### src/rtl/trigger_window_gate_pkg.sv
// Shared definitions for the trigger window gate: FSM state encoding and
// the default width used for the config values and event counters.
package trigger_window_gate_pkg;

    localparam int CNT_WIDTH_DEF = 16;

    localparam logic [1:0] ST_IDLE_ENC    = 2'd0;
    localparam logic [1:0] ST_DELAY_ENC   = 2'd1;
    localparam logic [1:0] ST_WINDOW_ENC  = 2'd2;
    localparam logic [1:0] ST_HOLDOFF_ENC = 2'd3;

    typedef enum logic [1:0] {
        ST_IDLE    = ST_IDLE_ENC,
        ST_DELAY   = ST_DELAY_ENC,
        ST_WINDOW  = ST_WINDOW_ENC,
        ST_HOLDOFF = ST_HOLDOFF_ENC
    } state_t;

endpackage

### src/rtl/trigger_window_gate_sat_counter.sv
// Width-parameterised event counter that sticks at all-ones instead of wrapping.
module sat_counter #(
    parameter int WIDTH = 16
) (
    input  logic             clk,
    input  logic             rst,
    input  logic             en,
    output logic [WIDTH-1:0] count
);

    logic [WIDTH-1:0] count_q;
    logic [WIDTH-1:0] count_d;

    // Next count: advance on enable unless already saturated.
    always_comb begin
        count_d = count_q;
        if (en && (count_q != '1)) begin
            count_d = count_q + WIDTH'(1);
        end
    end

    // Count register with synchronous active-low clear.
    always_ff @(posedge clk) begin
        if (!rst) begin
            count_q <= '0;
        end else begin
            count_q <= count_d;
        end
    end

    assign count = count_q;

endmodule

### src/rtl/trigger_window_gate.sv
// Trigger window gate: after an accepted trigger, waits a latched delay,
// forwards a window of valid samples to an AXI-Stream master (tlast on the
// final one), then holds off before re-arming.
//
// state   | meaning
// IDLE    | armed, waiting for a trigger
// DELAY   | counting down latched delay (lasts delay+1 cycles)
// WINDOW  | capturing valid samples until the window count is reached
// HOLDOFF | counting down latched holdoff (lasts holdoff+1 cycles)
module trigger_window_gate
    import trigger_window_gate_pkg::*;
#(
    parameter int AXIS_TDATA_WIDTH = 16,
    parameter int CNT_WIDTH        = CNT_WIDTH_DEF
) (
    input  logic                        clk,
    input  logic                        rst,
    input  logic                        trigger,
    input  logic [AXIS_TDATA_WIDTH-1:0] s_axis_tdata,
    input  logic                        s_axis_tvalid,
    input  logic [CNT_WIDTH-1:0]        cfg_delay,
    input  logic [CNT_WIDTH-1:0]        cfg_window,
    input  logic [CNT_WIDTH-1:0]        cfg_holdoff,
    output logic [AXIS_TDATA_WIDTH-1:0] m_axis_tdata,
    output logic                        m_axis_tvalid,
    output logic                        m_axis_tlast,
    input  logic                        m_axis_tready,
    output logic                        busy,
    output logic [CNT_WIDTH-1:0]        trig_count,
    output logic [CNT_WIDTH-1:0]        missed_count,
    output logic                        overrun
);

    localparam logic [CNT_WIDTH-1:0] CNT_ONE = CNT_WIDTH'(1);

    state_t                      state_q, state_d;
    logic [CNT_WIDTH-1:0]        cnt_q, cnt_d;
    logic [CNT_WIDTH-1:0]        win_q, win_d;
    logic [CNT_WIDTH-1:0]        hold_q, hold_d;
    logic [AXIS_TDATA_WIDTH-1:0] tdata_q, tdata_d;
    logic                        tvalid_q, tvalid_d;
    logic                        tlast_q, tlast_d;
    logic                        overrun_q, overrun_d;
    logic                        accept;
    logic                        missed;
    logic                        capture;

    assign accept  = trigger && (state_q == ST_IDLE);
    assign missed  = trigger && (state_q != ST_IDLE);
    assign capture = (state_q == ST_WINDOW) && s_axis_tvalid;

    // Next-state, shared down-counter and output beat computation.
    always_comb begin
        state_d   = state_q;
        cnt_d     = cnt_q;
        win_d     = win_q;
        hold_d    = hold_q;
        tdata_d   = tdata_q;
        tvalid_d  = tvalid_q;
        tlast_d   = tlast_q;
        overrun_d = overrun_q;

        unique case (state_q)
            ST_IDLE: begin
                if (trigger) begin
                    cnt_d   = cfg_delay;
                    win_d   = cfg_window;
                    hold_d  = cfg_holdoff;
                    state_d = ST_DELAY;
                end
            end
            ST_DELAY: begin
                if (cnt_q == '0) begin
                    if (win_q == '0) begin
                        cnt_d   = hold_q;
                        state_d = ST_HOLDOFF;
                    end else begin
                        cnt_d   = win_q;
                        state_d = ST_WINDOW;
                    end
                end else begin
                    cnt_d = cnt_q - CNT_ONE;
                end
            end
            ST_WINDOW: begin
                if (s_axis_tvalid) begin
                    if (cnt_q == CNT_ONE) begin
                        cnt_d   = hold_q;
                        state_d = ST_HOLDOFF;
                    end else begin
                        cnt_d = cnt_q - CNT_ONE;
                    end
                end
            end
            ST_HOLDOFF: begin
                if (cnt_q == '0) begin
                    state_d = ST_IDLE;
                end else begin
                    cnt_d = cnt_q - CNT_ONE;
                end
            end
            default: state_d = ST_IDLE;
        endcase

        // A completed handshake retires the beat; a capture in the same
        // cycle reloads it below.
        if (tvalid_q && m_axis_tready) begin
            tvalid_d = 1'b0;
            tlast_d  = 1'b0;
        end
        if (capture) begin
            tdata_d  = s_axis_tdata;
            tvalid_d = 1'b1;
            tlast_d  = (cnt_q == CNT_ONE);
            if (tvalid_q && !m_axis_tready) begin
                overrun_d = 1'b1;
            end
        end
    end

    // State and output registers with synchronous active-low clear.
    always_ff @(posedge clk) begin
        if (!rst) begin
            state_q   <= ST_IDLE;
            cnt_q     <= '0;
            win_q     <= '0;
            hold_q    <= '0;
            tdata_q   <= '0;
            tvalid_q  <= 1'b0;
            tlast_q   <= 1'b0;
            overrun_q <= 1'b0;
        end else begin
            state_q   <= state_d;
            cnt_q     <= cnt_d;
            win_q     <= win_d;
            hold_q    <= hold_d;
            tdata_q   <= tdata_d;
            tvalid_q  <= tvalid_d;
            tlast_q   <= tlast_d;
            overrun_q <= overrun_d;
        end
    end

    sat_counter #(.WIDTH(CNT_WIDTH)) u_trig_cnt (
        .clk   (clk),
        .rst   (rst),
        .en    (accept),
        .count (trig_count)
    );

    sat_counter #(.WIDTH(CNT_WIDTH)) u_missed_cnt (
        .clk   (clk),
        .rst   (rst),
        .en    (missed),
        .count (missed_count)
    );

    assign m_axis_tdata  = tdata_q;
    assign m_axis_tvalid = tvalid_q;
    assign m_axis_tlast  = tlast_q;
    assign busy          = (state_q != ST_IDLE);
    assign overrun       = overrun_q;

endmodule
### config.mk
export PLATFORM = sky130hd
export DESIGN_NAME = trigger_window_gate
export DESIGN_NICKNAME = d
export VERILOG_FILES = /design/src/rtl/trigger_window_gate_pkg.sv /design/src/rtl/trigger_window_gate_sat_counter.sv /design/src/rtl/trigger_window_gate.sv
export SDC_FILE = /design/constraint.sdc
export NUM_CORES = 1
export LEC_CHECK = 0
export ABC_CLOCK_PERIOD_IN_PS = 5700
export CAP_MARGIN = 10
export CORE_MARGIN = 2
export CORE_UTILIZATION = 28
export CTS_CLUSTER_DIAMETER = 80
export DETAILED_ROUTE_END_ITERATION = 6
export PLACE_DENSITY = 0.51
export SYNTH_ARGS = -nofsm -noshare
export SYNTH_HDL_FRONTEND = slang
export SYNTH_SLANG_ARGS = --single-unit
### constraint.sdc
create_clock -name clk -period 5.7 [get_ports clk]
set_input_delay 1.71 -clock clk [delete_from_list [all_inputs] [get_ports clk]]
set_output_delay 1.71 -clock clk [all_outputs]
set_load 0.01 [all_outputs]
==> results.txt <==
----------------------------------------------------
[Run status]
  Result of the run ... finished, final reports clean

[Floorplan]
  FP Rows ... 48
  Effective utilization at floorplan ... 0.289
  Die area ... 0.0190 mm2
  Number of top-level design ports ... 121
  Chip Height ... between 100 and 150 um
  Width of the die ... 138 um
  CORE AREA ... 0.0174 mm2

[Finish]
  Area of all placed cells without fillers ... 0.00669 mm2
  Filler-free cell count of the finished design ... 933
  Net count, final ... 783
  Number of antenna cells inserted ... 0
  Signed area change from the synthesized netlist to the final layout ... 33.1%
  Share of post-route cells with drive strength above 1 ... 0.0367

[Power and ir drop]
  Leakage ... between 2 and 2.5 nW
  Worst voltage drop across the vdd grid ... between 0.15 and 0.2 mV
  Pwr per Cell Area ... 406 mW/mm2

[Timing]
  Setup repair after global routing missed its margin ... false
  Final worst path period share ... 0.618
  Final Hold Fails ... 0
  Setup tns final ... 0 ns
  Post-route worst setup slack ... 2.18 ns
  Final clock skew ... about 0.0054 ns
  Worst relative slew slack ... 0.388
  Transition time at the pin with the least slew margin ... around 0.9 ns
  Max-slew violation total from the final report ... 0
  Minimum period implied by the final worst setup slack ... 3.52 ns
  Max frequency ... 284 MHz
  Number of failing setup endpoints in the final timing report ... 0

[Synthesis]
  Async set-reset flop share out of synthesis ... 0
  Avg Inst Size Synth ... 8.26 um2
  Top post-synthesis cells by area ... dfxtp_1 (40%), nand2_1 (10%), a21boi_0 (7.8%)
  Post-synthesis sequential area ratio ... 0.402
  Post-synth top flop ... dfxtp_1
  Most frequent cell after synthesis ... nand2_1
  Syn Nets ... 686
  Most frequent cells after synthesis ... nand2_1 (135), dfxtp_1 (101), a21boi_0 (52), clkbuf_1 (34), and2_1 (30)
  Gate Count Post-Synth ... 608
  Synthesis warning total ... 0
  Yosys top cell by area ... dfxtp_1
  #FFs+latches synth ... about 100
  Mapped Area ... 0.00502 mm2
  Proportion of netlist area held by the largest area contributor ... 0.402
  Post-synth EDFFs ... 0
  Number of distinct library cells after synthesis ... 53

[Drt]
  Count of antenna-violating nets left after detailed routing ... 0
  Via-per-instance ratio ... 4.89
  Detailed-route wire length ... 14.3 mm
  DR iter-0 viols ... 248
  Wire length per cell after detailed routing ... approximately 15 um
  Pre-antenna DRT Iters ... 4
  Total number of vias ... 4560
  Post-route DRC ... 0

[CTS]
  Clk sinks ... 101
  CTS H-tree depth ... 3
  Library cell used as clock root buffer ... clkbuf_16
  Clk_lat worst skew ... 0.35 ns
  Buffer depth of the longest clock path ... 2
  Total CTS buffers ... 9
  Total of cells resized after clock tree synthesis ... 0
  CTS tree ... yes
  Post-CTS Repair Setup Buffers ... 0
  Hold-fix buffers, CTS ... 0
  Clock Pin Slew Worst Setup and Hold Paths ... 0.07 ns

[Hold path]
  Hold Crit Endpoint ... m_axis_tdata[7]
  Tightest Hold Check Type ... register to register
  Number of instances on the worst hold path ... 2
  Hold wc startpoint ... m_axis_tdata[7]

[Setup path]
  Critical Setup Path Class ... register to output pin
  Worst reg2reg path endpoint ... cnt_q[15]
  Worst Path Max Fanout ... 5
  Reg-to-reg setup timing slack ... 2.82 ns
  Worst path required time ... ~4 ns
  Beginning of the worst register-to-register path ... state_q[0]
  Reg2Reg Depth ... 8
  Arrival time at the worst endpoint ... 1.81 ns
  Type of origin of the critical path ... register
  Kind of end point of the critical path ... output pin

[Placement]
  Number of cells after detailed placement ... around 920
  I/O Buffers ... 120
  Instance area at placement ... 0.00638 mm2
  Estimated wirelength of the detail-placed design ... about 10 mm
  Place WS ... about 2.0 ns
  Global placer's final weighted congestion ... between 0.8 and 0.9

[GRT]
  Global-route wire length before repair ... 23.0 mm
  Tot GR Track Use ... 0.154
  Pin count of the biggest net entering global routing ... 73
  Initial antenna violation count ... 0
  Number of global-route vias before repair ... 4378
  Global route total overflow ... 0

[Run]
  Number of violations of the max-capacitance limit ... 0

----------------------------------------------------
## worst max path at each step
stage / startpoint / end / cells past startpoint
after detailed placement: trigger / cnt_q[1] / 7
after global routing: state_q[0] / busy / 4
after global placement: trigger / cnt_q[10] / 7
after floorplan: trigger / cnt_q[13] / 6
after CTS: state_q[0] / busy / 4
final: state_q[0] / busy / 4
## stage by stage
stage | hold slack (ns) | utilization | total power, mW
after CTS | 0.465 | 0.384 | 2.74
after detailed placement | 0.454 | 0.367 | 2.07
after global routing | 0.489 | 0.384 | 2.91
after global placement | 0.450 | 0.367 | 2.05
final | 0.460 | 0.384 | 2.72
after floorplan | 0.436 | - | 1.74
## placed cells by master (no fill, tap or decap), drive strengths merged, types with 5 or more instances in the layout
master,netlist,layout
nand2,135,135
clkdlybuf4s50,0,119
dfxtp,101,101
a21boi,52,52
and2,30,30
xnor2,25,25
a21oi,21,21
nand4,15,15
xor2,15,15
nand3,14,14
o211ai,14,14
or3,13,13
nor3,12,12
nor2,11,11
nor4,11,11
a221oi,11,11
inv,10,10
clkbuf,34,10
nor2b,9,9
ha,9,9
buf,6,7
and4,5,5
## registers in the layout, indices dropped and copies added (netlist names)
signal,flops
hold_q,16
m_axis_tlast,1
cnt_q,16
u_trig_cnt.count,16
overrun,1
win_q,16
m_axis_tvalid,1
u_missed_cnt.count,16
m_axis_tdata,16
state_q,2
## critical path, cell delays in order (launching register included)
cell and delay [ns]:
dfxtp_1 0.42, inv_1 0.12, ha_1 0.27, inv_1 0.10, clkdlybuf4s50_1 0.56
## cells by family (layout without fill, tap and decap cells)
| group | count (synthesis) | in the layout | share of synthesized area |
|---|---|---|---|
| AOI/OAI and AO/OA | 132 | 132 | 0.189 |
| xor gates and xnor gates | 40 | 40 | 0.0697 |
| adders and majority gates | 9 | 9 | 0.0224 |
| buffers and inverters | 50 | 150 | 0.0401 |
| DFF | 101 | 101 | 0.402 |
| muxes | 2 | 2 | 0.00398 |
| and+or+nand+nor | 274 | 274 | 0.272 |
## power breakdown
group	internal [mW]	leakage, nW	switching, mW
logic	0.440	1.38	0.634
registers	0.835	0.823	0.158
clock network	0.380	0.141	0.268
## metal layers
metal,vias up,wire [um],track usage
met5,-,0,0
met1,2104,6700,0.202
met3,6,772,0.0409
li1,2319,-,-
met2,131,6740,0.256
met4,0,94,0.0329
## final cells by class
type | count | area, um2
timing repair buffer | 126 | 1240
sequential | 101 | 2020
tap | 225 | 282
fill | 1818 | 10700
clock buffer | 10 | 229
inverter | 10 | 37.5
clock inverter | 4 | 75.1
multi-input combinational | 457 | 2800
Note: power is estimated with default switching activity, not from simulation.
